$ cat config.mk
export PLATFORM = sky130hd
export DESIGN_NAME = sand_row_stream
export DESIGN_NICKNAME = d
export VERILOG_FILES = /design/src/rtl/sand_pkg.sv /design/src/rtl/sand_word_step.sv /design/src/rtl/sand_row_stream.sv
export SDC_FILE = /design/constraint.sdc
export NUM_CORES = 1
export LEC_CHECK = 0
export CAP_MARGIN = 20
export CORE_MARGIN = 2
export CORE_UTILIZATION = 64
export CTS_CLUSTER_SIZE = 25
export DETAILED_ROUTE_END_ITERATION = 7
export DONT_BUFFER_PORTS = 1
export HOLD_SLACK_MARGIN = 0.08
export MAX_ROUTING_LAYER = met4
export PLACE_DENSITY = 0.9
export REMOVE_ABC_BUFFERS = 1
export SETUP_SLACK_MARGIN = 0.02
export SLEW_MARGIN = 25
export SYNTH_ARGS = -nofsm -noshare
export SYNTH_HDL_FRONTEND = slang
export SYNTH_SLANG_ARGS = --single-unit
export TNS_END_PERCENT = 1
$ cat constraint.sdc
create_clock -name clk -period 6.85 [get_ports clk]
set_clock_uncertainty 0.2 [all_clocks]
set_input_delay 0.685 -clock clk [delete_from_list [all_inputs] [get_ports clk]]
set_output_delay 0.685 -clock clk [all_outputs]
set_load 0.05 [all_outputs]
$ cat src/rtl/sand_pkg.sv
// Shared cell encoding and LFSR constants for the streaming sand row update.
package sand_pkg;

  typedef enum logic [1:0] {
    AIR     = 2'b00,
    SAND    = 2'b01,
    SAND_AM = 2'b10,
    WALL    = 2'b11
  } cell_t;

  localparam logic [7:0] LFSR_SEED = 8'h01;
  localparam logic [7:0] LFSR_TAPS = 8'hB8; // x^8 + x^6 + x^5 + x^4 + 1

  function automatic logic [7:0] lfsr_next(input logic [7:0] s);
    return {s[6:0], ^(s & LFSR_TAPS)};
  endfunction

endpackage

$ cat src/rtl/sand_word_step.sv
// One gravity step over a single CELLS-wide word, scanning left to right and
// reading/writing the floor as it goes so later cells see earlier moves.
module sand_word_step
  import sand_pkg::*;
#(
  parameter int CELLS = 16
) (
  input  logic [2*CELLS-1:0] region,
  input  logic [2*CELLS-1:0] floor,
  input  logic [1:0]         left_nb,
  input  logic [1:0]         right_nb,
  input  logic               dir_in,
  output logic [2*CELLS-1:0] new_region,
  output logic [2*CELLS-1:0] new_floor,
  output logic               left_patch,
  output logic               right_patch,
  output logic               dir_out
);

  // ext[CELLS+1] is the left neighbour, ext[0] the right neighbour.
  cell_t ext [CELLS+2];
  cell_t cur;
  logic  d;
  logic  tie;
  logic  go_left;

  always_comb begin
    // NOTE: every variable gets a value before any branch so no latch is inferred.
    new_region  = region;
    new_floor   = '0;
    left_patch  = 1'b0;
    right_patch = 1'b0;
    d           = dir_in;
    cur         = AIR;
    tie         = 1'b0;
    go_left     = 1'b0;
    ext[0]       = cell_t'(right_nb);
    ext[CELLS+1] = cell_t'(left_nb);
    for (int i = 0; i < CELLS; i++) ext[i+1] = cell_t'(floor[2*i +: 2]);

    for (int i = CELLS - 1; i >= 0; i--) begin
      cur = cell_t'(region[2*i +: 2]);
      if (cur == SAND_AM) begin
        new_region[2*i +: 2] = SAND;
      end else if (cur == SAND) begin
        if (ext[i+1] == AIR) begin
          new_region[2*i +: 2] = AIR;
          ext[i+1] = SAND_AM;
        end else if (ext[i+2] == AIR || ext[i] == AIR) begin
          tie     = (ext[i+2] == AIR) && (ext[i] == AIR);
          go_left = tie ? !d : (ext[i+2] == AIR);
          if (tie) d = !d;
          new_region[2*i +: 2] = AIR;
          if (go_left) begin
            ext[i+2] = SAND_AM;
            if (i == CELLS - 1) left_patch = 1'b1;
          end else begin
            ext[i] = SAND_AM;
            if (i == 0) right_patch = 1'b1;
          end
        end
      end
    end

    for (int i = 0; i < CELLS; i++) new_floor[2*i +: 2] = ext[i+1];
    dir_out = d;
  end

endmodule

$ cat src/rtl/sand_row_stream.sv
// Streaming row-pair gravity step with a C/P/O three-slot window.
// Define SAND_LFSR_EN to randomise the starting tie direction of each word.
module sand_row_stream
  import sand_pkg::*;
#(
  parameter int CELLS = 16
) (
  input  logic               clk,
  input  logic               reset,
  input  logic               in_valid,
  output logic               in_ready,
  input  logic [2*CELLS-1:0] in_region,
  input  logic [2*CELLS-1:0] in_floor,
  input  logic               in_first,
  input  logic               in_last,
  output logic               out_valid,
  input  logic               out_ready,
  output logic [2*CELLS-1:0] out_region,
  output logic [2*CELLS-1:0] out_floor,
  output logic               out_first,
  output logic               out_last
);

  localparam int W = 2 * CELLS;

  logic         c_valid, c_first, c_last;
  logic [W-1:0] c_region, c_floor;
  logic         p_valid, p_first, p_last;
  logic [W-1:0] p_region, p_floor;
  logic         dir;

  logic         o_free, accept, proc, p_to_o;
  logic [1:0]   left_nb, right_nb;
  logic [W-1:0] s_region, s_floor;
  logic         left_patch, right_patch;
  logic         dir_in, dir_out, dir_next;
  logic [W-1:0] p_floor_patched, n_floor;

  assign o_free   = !out_valid || out_ready;
  assign in_ready = !c_valid || (!c_last && o_free);
  assign accept   = in_valid && in_ready;
  // C is processed once its right neighbour is known: the next word or the row edge.
  assign proc     = c_valid && o_free && (c_last || in_valid);
  assign p_to_o   = p_valid && o_free && (proc || p_last);

  assign left_nb  = c_first ? WALL : p_floor[1:0];
  assign right_nb = c_last  ? WALL : in_floor[W-1 -: 2];

`ifdef SAND_LFSR_EN
  logic [7:0] lfsr;

  always_ff @(posedge clk or posedge reset) begin
    if (reset)     lfsr <= LFSR_SEED;
    else if (proc) lfsr <= lfsr_next(lfsr);
  end

  assign dir_in   = dir ^ lfsr[0];
  assign dir_next = dir_out ^ lfsr[0];
`else
  assign dir_in   = dir;
  assign dir_next = dir_out;
`endif

  sand_word_step #(.CELLS(CELLS)) u_step (
    .region      (c_region),
    .floor       (c_floor),
    .left_nb     (left_nb),
    .right_nb    (right_nb),
    .dir_in      (dir_in),
    .new_region  (s_region),
    .new_floor   (s_floor),
    .left_patch  (left_patch),
    .right_patch (right_patch),
    .dir_out     (dir_out)
  );

  assign p_floor_patched = {p_floor[W-1:2], (proc && left_patch) ? SAND_AM : p_floor[1:0]};
  assign n_floor         = {(proc && right_patch) ? SAND_AM : in_floor[W-1 -: 2], in_floor[W-3:0]};

  // NOTE: sequential state uses non-blocking assignments so every flop samples pre-edge values.
  always_ff @(posedge clk or posedge reset) begin
    if (reset) begin
      c_valid    <= 1'b0;
      c_first    <= 1'b0;
      c_last     <= 1'b0;
      c_region   <= '0;
      c_floor    <= '0;
      p_valid    <= 1'b0;
      p_first    <= 1'b0;
      p_last     <= 1'b0;
      p_region   <= '0;
      p_floor    <= '0;
      out_valid  <= 1'b0;
      out_first  <= 1'b0;
      out_last   <= 1'b0;
      out_region <= '0;
      out_floor  <= '0;
      dir        <= 1'b0;
    end else begin
      if (accept) begin
        c_valid  <= 1'b1;
        c_first  <= in_first;
        c_last   <= in_last;
        c_region <= in_region;
        c_floor  <= n_floor;
      end else if (proc) begin
        c_valid <= 1'b0;
      end

      if (proc) begin
        p_valid  <= 1'b1;
        p_first  <= c_first;
        p_last   <= c_last;
        p_region <= s_region;
        p_floor  <= s_floor;
        dir      <= dir_next;
      end else if (p_to_o) begin
        p_valid <= 1'b0;
      end

      if (p_to_o) begin
        out_valid  <= 1'b1;
        out_first  <= p_first;
        out_last   <= p_last;
        out_region <= p_region;
        out_floor  <= p_floor_patched;
      end else if (out_ready) begin
        out_valid <= 1'b0;
      end
    end
  end

endmodule

# == Word level (Yosys, flattened, before mapping) ==
# Index checks and enable logic that the tools add are counted.
# totals
elab_cells,483
register_bits,202
out_inout_bits,68
# classes
reduce_logical,114
n_eq_ne,32
mux,321
# op_table
operator,count
2-bit 2-to-1 mux,177
6-bit 2-to-1 mux,30
1-bit 2-to-1 mux,112
2-bit logical NOT,48
2-bit by 1-bit equality test with 1-bit output (second input constant),16
2-bit equality test (second input constant),16
1-bit logical AND,24
1-bit logical OR,20
1-bit logical NOT,19
4-bit 2-to-1 mux,2
2-bit nonzero test,3

# == Longest topological paths before layout ==
# logic_depth
ltp_word,131
ltp_mapped,20
ltp_nobuf,19

# == Hierarchy ==
# From an unflattened synthesis, not the netlist that was laid out.
# unflattened
cells_unflattened,814
area_unflattened_um2,9995.8
# modules_own_cells
module,n_inst,seq_area_each_um2,cells_each,area_per_inst_um2
sand_row_stream,1,5054.8,450,7772.5
sand_word_step,1,0.0,364,2223.4

# == Worst setup path before layout ==
# No wires, ideal clock.
# synth_timing
path_type,register to register
start,register c_floor[30]
end,register c_floor[31]
slack_ns,1.691
synth_period_minus_slack_ns,5.159
setup_ns,0.092
path_stages_with_launch,20
t_arrival_ns,4.867
cell_sequence,dfrtp_1 > or2_1 > buf_4 > a2111oi_4 > o31ai_2 > or4_4 > a21oi_4 > or3_4 > o21ai_2 > or3_1 > a221o_1 > xor2_2 > a21boi_2 > o31ai_2 > nor2_1 > a21oi_2 > mux2i_2 > xnor2_4 > a2111o_1 > o31ai_2
# synth_between
elab_chain_cells,98
elab_cells_between_ends,259
classes_between,mux: 182; reduce/logical: 77
# synth_rtl
item,line_no,rtl
from (decl),sand_row_stream.sv:27,"logic [W-1:0] c_region, c_floor;"
from (signal assigned),sand_row_stream.sv:105,c_floor <= n_floor;
2-bit logical NOT,sand_word_step.sv:46,if (ext[i+1] == AIR) begin
2-bit 2-to-1 mux,sand_word_step.sv:46,
6-bit 2-to-1 mux,sand_word_step.sv:45,end else if (cur == SAND) begin
6-bit 2-to-1 mux,sand_word_step.sv:43,if (cur == SAND_AM) begin
2-bit logical NOT,"sand_word_step.sv:49, sand_word_step.sv:50, sand_word_step.sv:51",
1-bit logical AND,sand_word_step.sv:50,tie = (ext[i+2] == AIR) && (ext[i] == AIR);
1-bit 2-to-1 mux (on tied branches),"sand_word_step.sv:51, sand_word_step.sv:52",
2-bit 2-to-1 mux / 1-bit 2-to-1 mux (equally long branches),"sand_word_step.sv:54, sand_word_step.sv:49",
[... 82 more ...],--,
1-bit 2-to-1 mux,sand_word_step.sv:51,go_left = tie ? !d : (ext[i+2] == AIR);
1-bit 2-to-1 mux,sand_word_step.sv:54,if (go_left) begin
1-bit 2-to-1 mux,sand_word_step.sv:49,end else if (ext[i+2] == AIR || ext[i] == AIR) begin
1-bit 2-to-1 mux (*),sand_word_step.sv:46,
1-bit 2-to-1 mux (*),sand_word_step.sv:45,
1-bit 2-to-1 mux (*),sand_word_step.sv:43,
1-bit logical AND (*),sand_row_stream.sv:78,"assign n_floor = {(proc && right_patch) ? SAND_AM : in_floor[W-1 -: 2], in_floor[W-3:0]};"
2-bit 2-to-1 mux (*),sand_row_stream.sv:78,
# Every way passes the cells marked *; elsewhere a longest branch is shown, timed or not.
# A chain may end at the register's enable or synchronous reset.

# == Worst setup path in the final report ==
# layout_timing
start,register c_floor[26]
end,register dir
# layout_between
elab_chain_cells,91
elab_cells_between_ends,242
classes_between,mux: 172; reduce/logical: 70
# layout_rtl
item,line_no,rtl
2-bit logical NOT,"sand_word_step.sv:49, sand_word_step.sv:50",
1-bit logical AND,sand_word_step.sv:50,
1-bit 2-to-1 mux (on tied branches),"sand_word_step.sv:51, sand_word_step.sv:52",
2-bit 2-to-1 mux / 1-bit 2-to-1 mux (equally long branches),"sand_word_step.sv:54, sand_word_step.sv:49",
2-bit 2-to-1 mux / 1-bit 2-to-1 mux (equally long branches),"sand_word_step.sv:49, sand_word_step.sv:46",
2-bit 2-to-1 mux / 1-bit 2-to-1 mux (equally long branches),"sand_word_step.sv:46, sand_word_step.sv:45",
6-bit 2-to-1 mux / 1-bit 2-to-1 mux (equally long branches),"sand_word_step.sv:45, sand_word_step.sv:43",
6-bit 2-to-1 mux / 1-bit logical NOT (equally long branches),"sand_word_step.sv:43, sand_word_step.sv:51, sand_word_step.sv:52",
[... 75 more ...],--,
6-bit 2-to-1 mux / 1-bit 2-to-1 mux (equally long branches),"sand_word_step.sv:43, sand_word_step.sv:45",
2-bit logical NOT / 1-bit 2-to-1 mux (equally long branches),"sand_word_step.sv:49, sand_word_step.sv:50, sand_word_step.sv:43",
1-bit logical AND / 1-bit logical NOT (equally long branches),"sand_word_step.sv:50, sand_word_step.sv:52",
1-bit 2-to-1 mux,sand_word_step.sv:52,if (tie) d = !d;
1-bit 2-to-1 mux,sand_word_step.sv:49,
1-bit 2-to-1 mux,sand_word_step.sv:46,
1-bit 2-to-1 mux,sand_word_step.sv:45,
1-bit 2-to-1 mux (*),sand_word_step.sv:43,
to (signal assigned),sand_row_stream.sv:116,dir <= dir_next;
to (decl),sand_row_stream.sv:30,logic dir;
# Marked as above.

==> impl_metrics.csv <==
group,metric,value,unit
outcome,outcome,"finished, final reports clean",
finish,n_antenna_cell,0,
finish,fin_nets,911,
sta,drv_slew,0,
yosys,synth_area_leaders,"dfrtp_1 53%, mux2_2 15%, nand2_1 6.2%",
job,maxCapViolCount,0,
yosys,postSynthRegisterBits,202,
clock_network,cts_setup_buffers,0,
place,hpwl,13100,um
die,floorplan.initialDensity,0.654,
setup_path,critPathMaxStageDelay,0.58,ns
sta,tns,0,ns
setup_path,cp_max_fo,11,
setup_path,worst_ep_required_time,7.02,ns
global_route,grt_pass1_vias,6583,
yosys,yosysWarningCount,0,
yosys,syn_inst,855,
finish,drive_gt1_frac,0.258,
yosys,ys_types,74,
sta,tightest_slew,0.981,ns
clock_network,holdBufCountCts,1,
global_route,grt_max_degree,118,
detailed_routing,first_pass_iters,5,
yosys,synth_common_cells,"202 x dfrtp_1, 156 x nand2_1, 130 x mux2_2, 63 x o21ai_0, 37 x nor2_1",
yosys,synth_top_area_share,0.534,
clock_network,cts_tree,"yes",
clock_network,clockBufferDepth,3,
clock_network,clock_latency,0.49,ns
die,die_width,126,um
yosys,synth_area,0.00947,mm2
yosys,synth_area_per_cell,11.1,um2
yosys,seq_area_frac_synth,0.534,
sta,post-route-period-util,0.857,
clock_network,h-tree-depth,1,
yosys,synth.most_common_cell,"dfrtp_1",
global_route,grtUsageTotal,0.263,
detailed_routing,drt_iter0_drc,509,
sta,fin_crit,5.87,ns
setup_path,critical_path.endpoint_type,"flop",
setup_path,startpoint_type,"flop",
sta,hold_viol,0,
place,gp_congestion,0.897,
die,rows,44,
setup_path,path_cells,"nor2_1, nand3_1, nor3_1, o21a_1, nor2_1, xnor2_1, o32a_4, a21o_1, o211ai_2, or2_1, a21oi_1, a21oi_2, xor2_2, nor4_1, or2_1, nand3_2, nor4_2, xor2_1, o21ai_1",
yosys,yosys.area.top_type,"dfrtp_1",
die,ioPinCount,138,
clock_network,cts_root_buf,"clkbuf_16",
place,port_buffers,0,
yosys,synth-edff-count,0,
setup_path,cp_top_family,"simple AND/OR/NAND/NOR gates",
global_route,antenna_found_initial,0,
die,core,0.0145,mm2
die,dieArea,0.0158,mm2
detailed_routing,viasPerCell,6.22,
global_route,overflow,0,
die,die_y,126,um
setup_path,regToRegSetupSlack,0.98,ns
clock_network,numCtsBuffers,20,
detailed_routing,drc,0,
sta,rsz0062_at_grt,"false",
setup_path,crit_arrival,6.03,ns
setup_path,timing_worst_setup_path_type,"flop to flop",
detailed_routing,wl_per_cell,19.3,um
detailed_routing,postRouteAntennaNets,0,
sta,slew_headroom,0.346,
yosys,synth_ff_type,"dfrtp_1",
worst_hold_path,hold_path_class,"input port to flop",
sta,max_freq,170,MHz
setup_path,crit_buf_inv,0,
global_route,grt_pass1_wl,33300,um
finish,area_growth,9.20,%
detailed_routing,drt-total-wl,20100,um
sta,setup_viol,0,
yosys,async_flop_share,1.00,
detailed_routing,vias,6460,
clock_network,clock_sinks,202,
clock_network,ctsResizeCount,0,
clock_network,clkSlewWorstSetupHoldPaths,0.07,ns
setup_path,worst_path_max_delay_cell,"nor2_1",
[state kept, by name (all words and copies together), names as in the netlist]
register and cells:
p_floor 32, out_first 1, p_valid 1, p_first 1, c_valid 1, out_region 32
p_region 32, c_floor 32, c_first 1, dir 1, c_last 1, p_last 1
out_floor 32, out_last 1, c_region 32, out_valid 1
[worst paths after layout]
kind                                    from     endpoint  cells after the start
worst max-delay path             c_floor[26]          dir                     19
worst min register to register   p_floor[16]  p_floor[16]                      2
max in group asynchronous              reset      p_valid                      3
worst min-delay path            in_floor[14]  c_floor[14]                      1
min in group asynchronous              reset  p_floor[16]                      2
worst max register to register   c_floor[26]          dir                     19
[final cells by class]
class / count / area, um2
flip-flops and latches: 202 / 5050
fillers: 979 / 4140
well taps: 184 / 230
multi-input cells: 608 / 4270
clock inverters: 5 / 77.6
clock buffers: 31 / 633
repair buffers: 4 / 48.8
inverters: 5 / 26.3
[cells by family (layout without fill, tap and decap cells)]
| group | count (synthesis) | in the layout | share of synthesized area |
|---|---|---|---|
| AOI/OAI and AO/OA | 172 | 172 | 0.126 |
| xor gates and xnor gates | 9 | 9 | 0.0139 |
| buffers and inverters | 45 | 45 | 0.0184 |
| DFF | 202 | 202 | 0.534 |
| muxes | 133 | 133 | 0.158 |
| and+or+nand+nor | 294 | 294 | 0.149 |
[stage by stage]
| step | instances | hold WS (ns) | instance area (um2) | utilization | worst slack [ns] |
|---|---|---|---|---|---|
| 3_5_place_dp | 1001 | 0.259 | 9590 | 0.662 | 1.05 |
| 4_1_cts | 1038 | 0.127 | 10300 | 0.712 | 1.02 |
| 5_1_grt | 1039 | 0.130 | 10300 | 0.714 | 0.445 |
| 6_report | 1039 | 0.144 | 10300 | 0.714 | 0.982 |
| 2_1_floorplan | 815 | 0.235 | 9310 | - | 0.454 |
| 3_3_place_gp | 1001 | 0.253 | 9590 | 0.662 | 1.17 |
[layer usage]
metal / track usage / wire [um] / vias to the layer above
li1: - / - / 3001
met1: 0.349 / 8810 / 3241
met2: 0.420 / 9750 / 184
met3: 0.0548 / 1210 / 34
met4: 0.0673 / 339 / 0
met5: - / 0 / -
[placed cells by master, fill, tap and decap left out, types with 3 or more instances in the layout]
master,count
o21ai_0,62
nor4_2,3
nor2_1,36
or3_1,6
o211ai_2,3
a211oi_1,5
nor3_1,12
nand3_1,10
xnor2_1,4
o21ai_1,4
a31oi_1,15
o21a_1,3
a311oi_1,5
nor2b_1,9
o31ai_2,5
clkbuf_1,3
or2_1,5
a21o_1,4
o31ai_1,6
or2_2,10
nand2b_1,17
nor4_1,7
o31a_1,3
nand2_1,155
dfrtp_1,202
clkbuf_16,21
a41oi_1,7
clkbuf_8,7
a21oi_1,25
mux2_2,130
Power is not shown: default switching activity piles up to over one toggle a cycle in this logic, so the estimate is an artifact.
